==> src/rtl/bcd_xs3_seq_conv.sv <==
// Handshaked multi-digit BCD <-> Excess-3 converter.
// Converts one 4-bit digit per clock, least-significant digit first, and flags illegal source codes.
module bcd_xs3_seq_conv #(
  parameter int unsigned DIGITS = 4
) (
  input  logic                clk,
  input  logic                rst,
  input  logic                in_valid,
  output logic                in_ready,
  input  logic                mode,
  input  logic [4*DIGITS-1:0] in_data,
  output logic                out_valid,
  input  logic                out_ready,
  output logic [4*DIGITS-1:0] out_data,
  output logic [DIGITS-1:0]   err_mask,
  output logic                out_err,
  output logic                busy
);

  localparam int unsigned W  = 4 * DIGITS;
  localparam int unsigned CW = (DIGITS > 1) ? $clog2(DIGITS) : 1;

  typedef enum logic [1:0] {IDLE, CONV, DONE} state_t;

  state_t          state;
  logic [CW-1:0]   cnt;
  logic [W-1:0]    src;
  logic            src_mode;
  logic [CW+1:0]   bit_ofs;
  logic [3:0]      cur_digit;
  logic [3:0]      cur_res;
  logic            cur_err;

  // Ready only in IDLE, and never while reset is asserted.
  assign in_ready = (state == IDLE) && !rst;

  // Convert the digit selected by the counter; illegal codes map to 4'hF.
  always_comb begin
    bit_ofs   = {cnt, 2'b00};
    cur_digit = 4'(src >> bit_ofs);
    cur_res   = 4'hF;
    cur_err   = 1'b0;
    if (!src_mode) begin
      if (cur_digit <= 4'd9) cur_res = cur_digit + 4'd3;
      else                   cur_err = 1'b1;
    end else begin
      if (cur_digit >= 4'd3 && cur_digit <= 4'd12) cur_res = cur_digit - 4'd3;
      else                                         cur_err = 1'b1;
    end
  end

  always_ff @(posedge clk) begin
    if (rst) begin
      state     <= IDLE;
      cnt       <= '0;
      src       <= '0;
      src_mode  <= 1'b0;
      out_data  <= '0;
      err_mask  <= '0;
      out_err   <= 1'b0;
      out_valid <= 1'b0;
      busy      <= 1'b0;
    end else begin
      case (state)
        IDLE: begin
          if (in_valid && in_ready) begin
            src      <= in_data;
            src_mode <= mode;
            out_data <= '0;
            err_mask <= '0;
            out_err  <= 1'b0;
            cnt      <= '0;
            busy     <= 1'b1;
            state    <= CONV;
          end
        end
        CONV: begin
          // Result starts cleared, so OR-ing each digit into place is enough.
          out_data <= out_data | (W'(cur_res) << bit_ofs);
          err_mask <= err_mask | (DIGITS'(cur_err) << cnt);
          out_err  <= out_err | cur_err;
          if (cnt == CW'(DIGITS - 1)) begin
            out_valid <= 1'b1;
            state     <= DONE;
          end else begin
            cnt <= cnt + 1'b1;
          end
        end
        DONE: begin
          if (out_ready) begin
            out_valid <= 1'b0;
            busy      <= 1'b0;
            state     <= IDLE;
          end
        end
        default: state <= IDLE;
      endcase
    end
  end

endmodule

==> config.mk <==
export PLATFORM = sky130hd
export DESIGN_NAME = bcd_xs3_seq_conv
export DESIGN_NICKNAME = d
export VERILOG_FILES = /design/src/rtl/bcd_xs3_seq_conv.sv
export SDC_FILE = /design/constraint.sdc
export NUM_CORES = 1
export LEC_CHECK = 0
export ABC_AREA = 1
export CORE_ASPECT_RATIO = 0.5
export CORE_MARGIN = 1.5
export CORE_UTILIZATION = 51
export CTS_CLUSTER_DIAMETER = 100
export DETAILED_ROUTE_END_ITERATION = 10
export GPL_TIMING_DRIVEN = 0
export MAX_ROUTING_LAYER = met4
export PLACE_DENSITY = 0.76
export SETUP_SLACK_MARGIN = 0.3
export SLEW_MARGIN = 20
export SYNTH_ARGS = -nofsm -noshare
export SYNTH_HDL_FRONTEND = slang
export SYNTH_SLANG_ARGS = --single-unit
==> constraint.sdc <==
create_clock -name clk -period 2.1 [get_ports clk]
set_input_delay 0.42 -clock clk [delete_from_list [all_inputs] [get_ports clk]]
set_output_delay 0.42 -clock clk [all_outputs]
set_load 0.005 [all_outputs]
# [After elaboration in Yosys (flattened, before gate mapping)]
# Index checks and enable logic that the tools add are counted.
[word_totals] regBits=44 in_bits=21 output_inout_bits=24 elab_cells=66
[op_classes] n_addsub=3 order_cmp=3 eq_ne=7 shift=3 n_mux=24 bitwise_logic=3 n_reduce_logical=14
[ops] op="16-bit one-hot mux with 2 select lines" count=1
[ops] op="16-bit 2-to-1 mux" count=1
[ops] op="4-bit 2-to-1 mux" count=4
[ops] op="16-bit bitwise OR" count=1
[ops] op="4-bit by 4-bit left shift with 16-bit output" count=1
[ops] op="16-bit by 4-bit >> shifter with 4-bit output" count=1
[ops] op="3-bit AND reduction" count=4
[ops] op="2-bit 2-to-1 mux" count=5
[ops] op="4-bit less-or-equal comparator (second input constant)" count=2
[ops] op="4-bit one-hot mux with 2 select lines" count=1
[ops] op="1-bit 2-to-1 mux" count=7
[ops] op="2-bit inequality test (second input constant)" count=3
[ops] op="1-bit one-hot mux with 2 select lines" count=3
[ops] op="2-bit one-hot mux with 3 select lines" count=1
[ops] op="2-bit nonzero test" count=3
[ops] op="4-bit by 2-bit adder with 4-bit output (second input constant)" count=1
[ops] op="2-bit == test (second input constant)" count=2
[ops] op="4-bit by 2-bit >= comparator with 1-bit output (second input constant)" count=1
[ops] op="4-bit bitwise OR" count=1
[ops] op="2-bit one-hot mux with 2 select lines" count=1
[ops] op="2-bit AND reduction" count=2
[ops] op="1-bit by 2-bit left shift with 4-bit output" count=1
[ops] op="4-bit by 2-bit subtractor with 4-bit output (second input constant)" count=1
[ops] op="1-bit logical AND" count=3
[ops] op="other kinds (6)" count=6

# [Longest topological paths before layout]
[depth] ltp_word=8 depth_mapped=16 mapped_depth_nobuf=15

# [Least setup slack after synthesis]
# Ideal clock, no wire load.
[synth_path] path_type="reg-to-reg" startpoint="reg cnt[0]" endpoint="reg err_mask[3]" setup_ps=66 arrival_ps=1680 t_required_ps=2034 path_slack_ps=354 path_stages_with_launch=17 n_path_buf=1 synth_period_minus_slack_ps=1746 cell_sequence="dfxtp_1 inv_2 buf_6 nand2_1 nand3_1 nand2_1 inv_1 ha_1 nor2_1 nor2_1 nand2_1 nand2_1 inv_2 nand2_4 nor2_4 nand3_1 a21oi_2"
[synth_between] elab_chain_cells=8 elab_cells_between_ends=11 cone_classes="order compare (3); shift (2); mux (4); bitwise (1); reduce/logical (1)"
[synth_rtl] element="start: declaration" line="26" text="logic [CW-1:0] cnt;"
[synth_rtl] element="start signal: assignment" line="86" text="cnt <= cnt + 1'b1;"
[synth_rtl] element="16-bit by 4-bit >> shifter with 4-bit output" line="40" text="cur_digit = 4'(src >> bit_ofs);"
[synth_rtl] element="4-bit by 2-bit >= comparator with 1-bit output / 4-bit less-or-equal comparator (equally long branches)" line="47" text="if (cur_digit >= 4'd3 && cur_digit <= 4'd12) cur_res = cur_digit - 4'd3;"
[synth_rtl] element="1-bit logical AND" line="47"
[synth_rtl] element="1-bit 2-to-1 mux" line="47"
[synth_rtl] element="1-bit 2-to-1 mux" line="43" text="if (!src_mode) begin"
[synth_rtl] element="1-bit by 2-bit left shift with 4-bit output (*)" line="80" text="err_mask <= err_mask | (DIGITS'(cur_err) << cnt);"
[synth_rtl] element="4-bit bitwise OR (*)" line="80"
[synth_rtl] element="4-bit one-hot mux with 2 select lines (*)" line="64" text="case (state)"
[synth_rtl] element="end signal: assignment" line="80"
[synth_rtl] element="end: declaration" line="15" text="output logic [DIGITS-1:0] err_mask,"
# Every way passes the cells marked *; elsewhere a longest branch is shown, timed or not.
# A chain may end at the register's enable or synchronous reset.

# [Worst setup path after layout]
# Ends and elaborated chain as after synthesis.

==> impl_metrics.tcl <==
set metrics [dict create \
    synth.distinct_cells 22 \
    avgSynthCellArea_um2 6.93 \
    hold_path_class "in2reg" \
    ys_ff_latch 44 \
    netlist_instances 317 \
    cp-startpoint "cnt[0]$_SDFFE_PP0P_" \
    path_class "reg2reg" \
    hold_slack_ns 0.383 \
    gp_congestion 0.895 \
    routed_wl_mm 6.07 \
    drt_iter0_markers 140 \
    io_pins 45 \
    cts_max_level 2 \
    clk_pin_slew_ns 0.10 \
    clockBufferDepth 2 \
    yosys_warnings 0 \
    cp_max_fo 6 \
    cts.sinks 44 \
    crit_end "err_mask[3]$_SDFFE_PP0P_" \
    netlist_area_um2 2200 \
    die_h_um 49.4 \
    p_leak_nw 1.22 \
    max_freq_mhz 538 \
    cts-root-buf "clkbuf_8" \
    tightest_slew_ns 0.548 \
    die_w_um 95.8 \
    numCtsBuffers 5 \
    syn-num-nets 342 \
    register_area_um2 886 \
    endpoint_kind "flop" \
    area_growth_pct 39.7 \
    start_kind "flop" \
    multiInputGateArea_um2 1220 \
    cts_tree "yes" \
    final_antenna_net_count 0 \
    vias 2308 \
    post-route-period-util_pct 88.6 \
    r2r_cells 16 \
    coreArea_um2 4020 \
    synthMuxAreaShare_pct 0 \
    ir_worst_vdd_mv 0.378 \
    rows 16 \
    r2r-start "cnt[0]$_SDFFE_PP0P_" \
    finalHoldViolCount 0 \
    wl_per_cell_um 14.0 \
    worst_r2r_endpoint "err_mask[3]$_SDFFE_PP0P_" \
    cts_hold_buf 0 \
    num-fill-cells 334 \
    dp_hpwl_mm 4.00 \
    grt_pass1_vias 1996 \
    mostFrequentLayoutCells "nand2_1 (80), dfxtp_1 (42), clkdlybuf4s50_1 (41), a21oi_1 (37), inv_1 (35)" \
    synth_top_family_by_area "simple AND/OR/NAND/NOR gates" \
    status "finished clean" \
    antenna_found_initial 0 \
    ff2ff_setup_slack_ns 0.24 \
    drive_gt1_share_pct 21.6 \
    ys_seq_area_share_pct 40.1 \
    grt_first_pass_wirelength_mm 9.42 \
    p_per_area_nw_per_um2 663 \
    initial_utilization_pct 54.6 \
    drc 0 \
    tns_ns 0 \
    clkLatencyLatePin_ns 0.31 \
    track_usage_pct 26.9 \
    rsz0062_at_grt "yes" \
    fin_worst_skew_ns 0.0127 \
    drv_cap 0 \
    arrival_ns 2.11 \
    required_ns 2.35 \
    grt_overflow 0 \
    synthXorXnorAreaFrac_pct 0 \
    synth-compound-area-share_pct 15.0 \
    io_buffers 42 \
    drt-pass1-iter-count 4 \
    grt_max_degree 16 \
    slew_headroom_pct 63.4 \
    die-area_um2 4730 \
    viasPerCell 5.32 \
    drv_slew 0 \
    layout_commonest_cell "nand2_1" \
    setup_viol 0 \
    fin_crit_ns 1.86 \
    antennaDiodeCount 0 \
    synthAdderAreaFrac_pct 2.28 \
    synthSimpleGateAreaFrac_pct 31.2 \
    nets 404 \
]
[Yosys cell counts (all sizes together)]
master  number  share of area [%]
nor2         6                1.4
a21oi       43                 10
dfxtp       44                 40
ha           4                2.3
o211ai       6                2.0
inv         42                7.2
clkbuf       5               0.85
nand2       96                 18
nor3         1               0.74
buf         14                3.4
nand4       13                3.7
nand3       30                7.7
o21ai       13                3.0
[registers in the layout (all words and copies together), names as in the netlist]
signal and count:
src 16, src_mode 1, state 2, busy 1, out_valid 1, out_err 1
cnt 2, err_mask 4, out_data 16
[worst max-delay path, cell delays in order, from the launching register on]
cell	delay (ns)
dfxtp_4	0.38
inv_2	0.05
buf_6	0.13
nand2_2	0.06
nand3_2	0.06
nand2_2	0.11
inv_4	0.06
ha_4	0.15
nor2_2	0.09
nor2_1	0.05
nand2_1	0.07
nand2_2	0.07
inv_2	0.07
nand2_4	0.06
nor2_4	0.16
nand3_2	0.09
a21oi_2	0.14
[per-stage QoR]
step                      util, %  worst slack (ns)  instance area (µm²)  power (mW)  std cells
final                        76.3             0.240                 3070        2.03        434
after CTS                    73.6             0.269                 2960        1.98        433
after global placement       66.7             0.121                 2690        1.25        413
after floorplan                 -             0.354                 2200        1.14        317
after detailed placement     66.7            0.0641                 2690        1.26        413
after global routing         76.3            0.0643                 3070        2.13        434
[what timing repair did]
item	4_1_cts	5_1_grt
gates cloned	1	0
hold endpoints to repair	0	0
gates resized for setup	26	22
pin swaps	14	14
setup buffers	11	1
setup endpoints to repair	22	21
[cells by family (layout without fill, tap and decap cells)]
group / count (synthesis) / count (layout)
AO/OA/AOI/OAI: 62 / 62
adder cells (fa/ha/maj): 4 / 4
buffers and inverters: 61 / 124
flip-flops: 44 / 44
AND/OR/NAND/NOR: 146 / 146
[layer usage]
layer	wire length (µm)	global-route usage, %	vias up
met3	356	5.92	11
met2	2780	41.0	77
met1	2870	36.9	1073
li1	-	-	1147
met4	57	4.90	0
met5	0	-	-
[cell type report]
type | instances | share of cell area, %
inverter | 42 | 5.46
tap | 54 | 2.20
multi-input combinational | 212 | 39.6
timing repair buffer | 55 | 16.7
buffer | 19 | 3.38
clock inverter | 3 | 1.51
clock buffer | 5 | 2.24
sequential | 44 | 28.9
[worst min-delay path by stage]
stage | from | end | cells after the start
after global routing | rst | err_mask[3]$_SDFFE_PP0P_ | 2
after detailed placement | src[9]$_SDFFE_PP0P_ | src[9]$_SDFFE_PP0P_ | 2
after CTS | rst | err_mask[3]$_SDFFE_PP0P_ | 2
after floorplan | src[8]$_SDFFE_PP0P_ | src[8]$_SDFFE_PP0P_ | 2
after global placement | src[9]$_SDFFE_PP0P_ | src[9]$_SDFFE_PP0P_ | 2
final | rst | err_mask[3]$_SDFFE_PP0P_ | 2
[where the power goes]
group / switching, mW / internal [mW]
Sequential: 0.0196 / 0.867
Clock: 0.330 / 0.359
Combinational: 0.267 / 0.193
Total: 0.617 / 1.42
No activity file was read; power rests on OpenSTA's default activity.
